$ cat config.mk
export PLATFORM = sky130hd
export DESIGN_NAME = cmd_engine
export DESIGN_NICKNAME = d
export VERILOG_FILES = /design/src/rtl/cmd_engine.sv
export SDC_FILE = /design/constraint.sdc
export NUM_CORES = 1
export LEC_CHECK = 0
export ABC_AREA = 1
export BUFFER_PORTS_ARGS = -buffer_cell sky130_fd_sc_hd__buf_2
export CORE_MARGIN = 3
export CORE_UTILIZATION = 55
export DETAILED_ROUTE_END_ITERATION = 8
export PLACE_DENSITY = 0.71
export SLEW_MARGIN = 10
export SYNTH_ARGS = -nofsm -noshare
export SYNTH_HDL_FRONTEND = slang
export SYNTH_SLANG_ARGS = --single-unit
$ cat constraint.sdc
create_clock -name clk -period 1.92 [get_ports clk]
set_input_delay 0.096 -clock clk [delete_from_list [all_inputs] [get_ports clk]]
set_output_delay 0.096 -clock clk [all_outputs]
set_load 0.02 [all_outputs]
$ cat src/rtl/cmd_engine.sv
// Byte-stream command processor for the pin mux: checksummed shadow writes,
// status-coded responses, inter-byte timeout and synchronised input readback.
module cmd_engine #(
    parameter int OUTPUT_COUNT   = 16,
    parameter int INPUT_COUNT    = 4,
    parameter int TIMEOUT_CYCLES = 65535,
    localparam int SEL_W = $clog2(INPUT_COUNT) * OUTPUT_COUNT
) (
    input  logic                    clk,
    input  logic                    rst_n,
    input  logic                    rx_valid,
    input  logic [7:0]              rx_data,
    output logic [7:0]              tx_data,
    output logic                    tx_valid,
    input  logic                    tx_ready,
    input  logic [INPUT_COUNT-1:0]  in_pins,
    output logic [SEL_W-1:0]        selectors,
    output logic [OUTPUT_COUNT-1:0] enabled_out,
    output logic                    busy,
    output logic                    rx_overrun
);
    localparam int MAP_B = (SEL_W + 7) / 8;
    localparam int EN_B  = (OUTPUT_COUNT + 7) / 8;
    localparam int IN_B  = (INPUT_COUNT + 7) / 8;
    localparam int MX_B  = (MAP_B > EN_B) ? MAP_B : EN_B;
    localparam int PAY_B = (MX_B > IN_B) ? MX_B : IN_B;
    localparam int PAY_W = PAY_B * 8;
    localparam int CNT_W = $clog2(PAY_B) + 1;
    localparam int TMO_W = $clog2(TIMEOUT_CYCLES + 1);

    localparam logic [7:0] ST_OK      = 8'h00;
    localparam logic [7:0] ST_BAD_OP  = 8'h01;
    localparam logic [7:0] ST_BAD_CS  = 8'h02;
    localparam logic [7:0] ST_TIMEOUT = 8'h03;

    typedef enum logic [2:0] {
        IDLE, RX_PAYLOAD, RX_CSUM, COMMIT, TX_STATUS, TX_DATA, TX_CSUM
    } state_t;

    state_t                 state, state_nx;
    logic [PAY_W-1:0]       shadow, pay;
    logic [CNT_W-1:0]       cnt, len;
    logic [TMO_W-1:0]       tmo;
    logic [7:0]             status, rcsum, tcsum;
    logic                   is_map;
    logic [INPUT_COUNT-1:0] pin_s1, pin_s2;
    logic                   expired, last;

    assign expired = (tmo == TMO_W'(TIMEOUT_CYCLES - 1));
    assign last    = (cnt == len - CNT_W'(1));
    assign busy    = (state != IDLE);

    always_comb begin
        state_nx = state;
        tx_valid = 1'b0;
        tx_data  = 8'h00;
        case (state)
            IDLE: if (rx_valid && rx_data != 8'h00)
                state_nx = (rx_data == 8'h03 || rx_data == 8'h04) ? RX_PAYLOAD : TX_STATUS;
            RX_PAYLOAD: begin
                if (rx_valid) begin
                    if (last) state_nx = RX_CSUM;
                end else if (expired) state_nx = TX_STATUS;
            end
            RX_CSUM: begin
                if (rx_valid)     state_nx = (rx_data == rcsum) ? COMMIT : TX_STATUS;
                else if (expired) state_nx = TX_STATUS;
            end
            COMMIT: state_nx = TX_STATUS;
            TX_STATUS: begin
                tx_valid = 1'b1;
                tx_data  = status;
                if (tx_ready) state_nx = (status == ST_OK) ? TX_DATA : TX_CSUM;
            end
            TX_DATA: begin
                tx_valid = 1'b1;
                tx_data  = pay[7:0];
                if (tx_ready && last) state_nx = TX_CSUM;
            end
            TX_CSUM: begin
                tx_valid = 1'b1;
                tx_data  = tcsum;
                if (tx_ready) state_nx = IDLE;
            end
            default: state_nx = IDLE;
        endcase
    end

    always_ff @(posedge clk or negedge rst_n) begin
        if (!rst_n) begin
            state       <= IDLE;
            shadow      <= '0;
            pay         <= '0;
            cnt         <= '0;
            len         <= '0;
            tmo         <= '0;
            status      <= ST_OK;
            rcsum       <= 8'h00;
            tcsum       <= 8'h00;
            is_map      <= 1'b0;
            pin_s1      <= '0;
            pin_s2      <= '0;
            selectors   <= '0;
            enabled_out <= '0;
            rx_overrun  <= 1'b0;
        end else begin
            state      <= state_nx;
            pin_s1     <= in_pins;
            pin_s2     <= pin_s1;
            rx_overrun <= rx_valid && (state == COMMIT || state == TX_STATUS ||
                                       state == TX_DATA || state == TX_CSUM);
            case (state)
                IDLE: if (rx_valid) begin
                    status <= ST_OK;
                    rcsum  <= rx_data;
                    cnt    <= '0;
                    tmo    <= '0;
                    shadow <= '0;
                    is_map <= (rx_data == 8'h04);
                    case (rx_data)
                        8'h00: ;
                        8'h01: begin pay <= PAY_W'(enabled_out); len <= CNT_W'(EN_B); end
                        8'h02: begin pay <= PAY_W'(selectors);   len <= CNT_W'(MAP_B); end
                        8'h03: len <= CNT_W'(EN_B);
                        8'h04: len <= CNT_W'(MAP_B);
                        8'h05: begin pay <= PAY_W'(pin_s2);      len <= CNT_W'(IN_B); end
                        default: status <= ST_BAD_OP;
                    endcase
                end
                RX_PAYLOAD: begin
                    if (rx_valid) begin
                        for (int k = 0; k < PAY_B; k++)
                            if (cnt == CNT_W'(k)) shadow[8*k +: 8] <= rx_data;
                        rcsum <= rcsum ^ rx_data;
                        cnt   <= cnt + CNT_W'(1);
                        tmo   <= '0;
                    end else if (expired) begin
                        shadow <= '0;
                        status <= ST_TIMEOUT;
                    end else tmo <= tmo + TMO_W'(1);
                end
                RX_CSUM: begin
                    if (rx_valid) begin
                        tmo <= '0;
                        if (rx_data != rcsum) status <= ST_BAD_CS;
                    end else if (expired) begin
                        shadow <= '0;
                        status <= ST_TIMEOUT;
                    end else tmo <= tmo + TMO_W'(1);
                end
                // Live registers change only here; the echo reads back the committed value
                COMMIT: begin
                    if (is_map) begin
                        selectors <= shadow[SEL_W-1:0];
                        pay       <= PAY_W'(shadow[SEL_W-1:0]);
                    end else begin
                        enabled_out <= shadow[OUTPUT_COUNT-1:0];
                        pay         <= PAY_W'(shadow[OUTPUT_COUNT-1:0]);
                    end
                end
                TX_STATUS: if (tx_ready) begin
                    tcsum <= status;
                    cnt   <= '0;
                end
                TX_DATA: if (tx_ready) begin
                    tcsum <= tcsum ^ pay[7:0];
                    pay   <= pay >> 8;
                    cnt   <= cnt + CNT_W'(1);
                end
                default: ;
            endcase
        end
    end
endmodule

==> run metrics <==
reg2reg start=state[1]; H-tree depth=4; CTS Buf Count=17; status=completed; vias post-DR=7967; layout cells sized above 1=about 18%; Starting Density=56.41%; post-layout util=67.92%; RD Place Congestion=0.8772; first-pass GRT wire length=around 36 mm; DRC violations left=0; CP Max Fanout=4; Slew HR=about two thirds; Setup TNS Final=0 ns; vias per cell=5.615; Worst Setup EP=tx_data[6]; drt initial violations=693; per-cell routed wire length=16.30 um; CTS Buffer Depth=2; Die Height=~130 um; min cycle time layout=1.908 ns; Max Cap Violations=0; CTS sink cnt=171; Net Count, Synth=1131; Reg clk slew, reported paths=roughly 0.060 ns; Layout fillers=1276; initial antenna violation count=0; worst skew pair latency=0.44 ns; grt ovf=0; Syn-to-layout area delta=20.40%; reg2reg path depth=11; die width=between 100 and 150 um; Synth cell types=33; slack of the critical path=approximately 0.012 ns; DR pass1 iterations=5; post-place setup slack=about 0.11 ns; area of the multi-input gates=3774 um^2; CTS tree=built; Die Footprint=17130 um^2; Worst Setup SP=state[2]; met2 GRT Util=40.53%; flop2flop setup slack=0.10 ns; Worst Hold Class=input port to register; class of the most critical setup path=register to output pin; CORE AREA=15200 um^2; Buffers on Ports=74; gr usage total=26.55%; FF/Latch Area=4282 um^2; RR Endpoint=shadow[10]; M3 GR Usage=4.675%; Cell Count Post-Placement=about 1400; vias in the first global route=7040; io pins=75; Peak VDD IR=0.8840 mV; Slew @ Worst Pin=0.5228 ns; Power Density=roughly 1200 nW/um^2; Worst Hold Launch=rx_data[4]; crit path capture type=output pin; Mapped Area=roughly 8600 um^2; final hold vios=0; Critical Path Start Type=register; Fmax=524.1 MHz; final worst-path cycle share=99.37%; final setup violating endpoints=0; setup clock skew after layout=0.008343 ns; sequential area share after synthesis=49.90%; Layout Cells excl Fill=1419; # diodes=0; Final ANT Viol Nets=0; root buf cell=clkbuf_16; DPL Wire Length=about 16 mm; final slew viol count=0; pin count of the biggest net entering global routing=46; Syn Inst Count=1107; M1 GR Usage=roughly two fifths; final net count=1243; YS warnings=0; Synth Register Bits=171; Worst EP required=1.82 ns; GRT busiest layer=met2; critical path arrival=1.81 ns; WL final=roughly 23 mm; Mean Syn Cell Area=7.747 um^2; Row Count=45; leakage power=~0.0051 uW
## synth_stat cells
cell type / count / area, um^2
nand2_1: 367 / 1378
dfrtp_1: 171 / 4279
o21ai_0: 116 / 580.6
inv_1: 93 / 349.1
nor2_1: 66 / 247.7
nand3_1: 49 / 245.2
o21ai_1: 48 / 240.2
a21oi_1: 26 / 130.1
nand4_1: 21 / 131.4
clkbuf_1: 18 / 67.56
buf_2: 17 / 85.08
inv_2: 17 / 63.81
nand2_2: 10 / 62.56
xor2_1: 10 / 87.58
o211ai_1: 9 / 67.56
a22oi_1: 8 / 60.06
ha_1: 8 / 100.1
o221ai_1: 8 / 70.07
o22ai_1: 8 / 50.05
nor3_1: 6 / 30.03
and2_1: 4 / 25.02
buf_4: 4 / 30.03
buf_6: 4 / 45.04
nor2_4: 4 / 45.04
a31oi_1: 3 / 18.77
a21oi_2: 2 / 17.52
nor2_2: 2 / 12.51
o21a_1: 2 / 15.01
o21ai_2: 2 / 17.52
clkinv_1: 1 / 3.750
clkinv_2: 1 / 5.000
nand3b_1: 1 / 7.510
o21bai_1: 1 / 7.510
## worst min-delay path by stage
| stage | end | slack [ns] | cells past startpoint |
|---|---|---|---|
| 6_report | rcsum[4] | 0.02 | 3 |
| 5_1_grt | rcsum[4] | 0.06 | 3 |
| 4_1_cts | rcsum[4] | 0.007 | 3 |
| 3_5_place_dp | status[5] | 0.02 | 1 |
| 3_3_place_gp | status[7] | 0.02 | 1 |
| 2_1_floorplan | cnt[0] | -0.20 | 0 |
## layer usage
layer	wire length, um	share of wire (%)
met1	10470	45
met2	10670	46
met3	1585	6.9
met4	403	1.7
met5	0	0
## critical path, cell delays in order (launching register included)
cell and delay [ns]:
dfrtp_1 0.43, buf_6 0.16, nand2_2 0.08, nor2_4 0.19, buf_12 0.13, inv_4 0.05
o221ai_1 0.14, buf_2 0.20
## state kept, by name, summed over array words and instances (netlist names)
register and flops:
tcsum 8, is_map 1, shadow 32, selectors 32, status 8, pin_s1 4
pin_s2 4, enabled_out 16, rcsum 8, state 3, rx_overrun 1, cnt 3
pay 32, tmo 16, len 3
## power breakdown
part | internal, uW | switching (uW) | leakage [uW]
Clock | 2020 | 1440 | 0.000287
Sequential | 4080 | 363 | 0.00230
Combinational | 1730 | 3180 | 0.00253
Total | 7830 | 4980 | 0.00512
## cell families after synthesis
family | after synthesis | synth area share, %
fa+ha+maj | 8 | 1.167
xor+xnor | 10 | 1.021
simple gates | 530 | 25.47
flops | 171 | 49.90
buf+inv | 155 | 7.572
compound gates | 233 | 14.87
## cell usage in the layout, fill, tap and decap left out, drive strengths merged, types with 4 or more instances in the layout
master         n
nand3         49
xor2          10
nor2          72
o22ai          8
nand4         21
a22oi          8
o21ai        166
buf          126
and2           4
o221ai         8
clkbuf        23
nor3           6
dlygate4sd3    8
ha             8
inv          112
nand2        377
a21oi         28
clkinv         7
o211ai         9
dfrtp        171
## stage by stage
| step | cell area [um^2] | power (uW) | hold slack, ns |
|---|---|---|---|
| floorplan | 8576 | 7310 | -0.1996 |
| global placement | 9338 | 8606 | 0.02221 |
| detailed placement | 9338 | 8666 | 0.02213 |
| CTS | 10060 | 12190 | 0.006553 |
| global route | 10320 | 13500 | 0.06056 |
| finish | 10320 | 12810 | 0.01581 |
## cell type report
cell class,instances,share of cell area (%)
multi-input combinational,781,36.55
timing repair inverter,1,0.06059
timing repair buffer,135,9.731
sequential,171,41.47
clock buffer,22,4.593
clock inverter,9,1.091
tap,188,2.278
inverter,112,4.229
## what timing repair did
action	4_1_cts	5_1_grt
cloned	1	1
hold buffers	8	0
endpoints found under the hold margin	150	0
resized for setup	11	36
endpoints found under the setup margin	8	75
pin swaps	0	7
buffers inserted	3	12
Note: power is estimated with default switching activity, not from simulation.
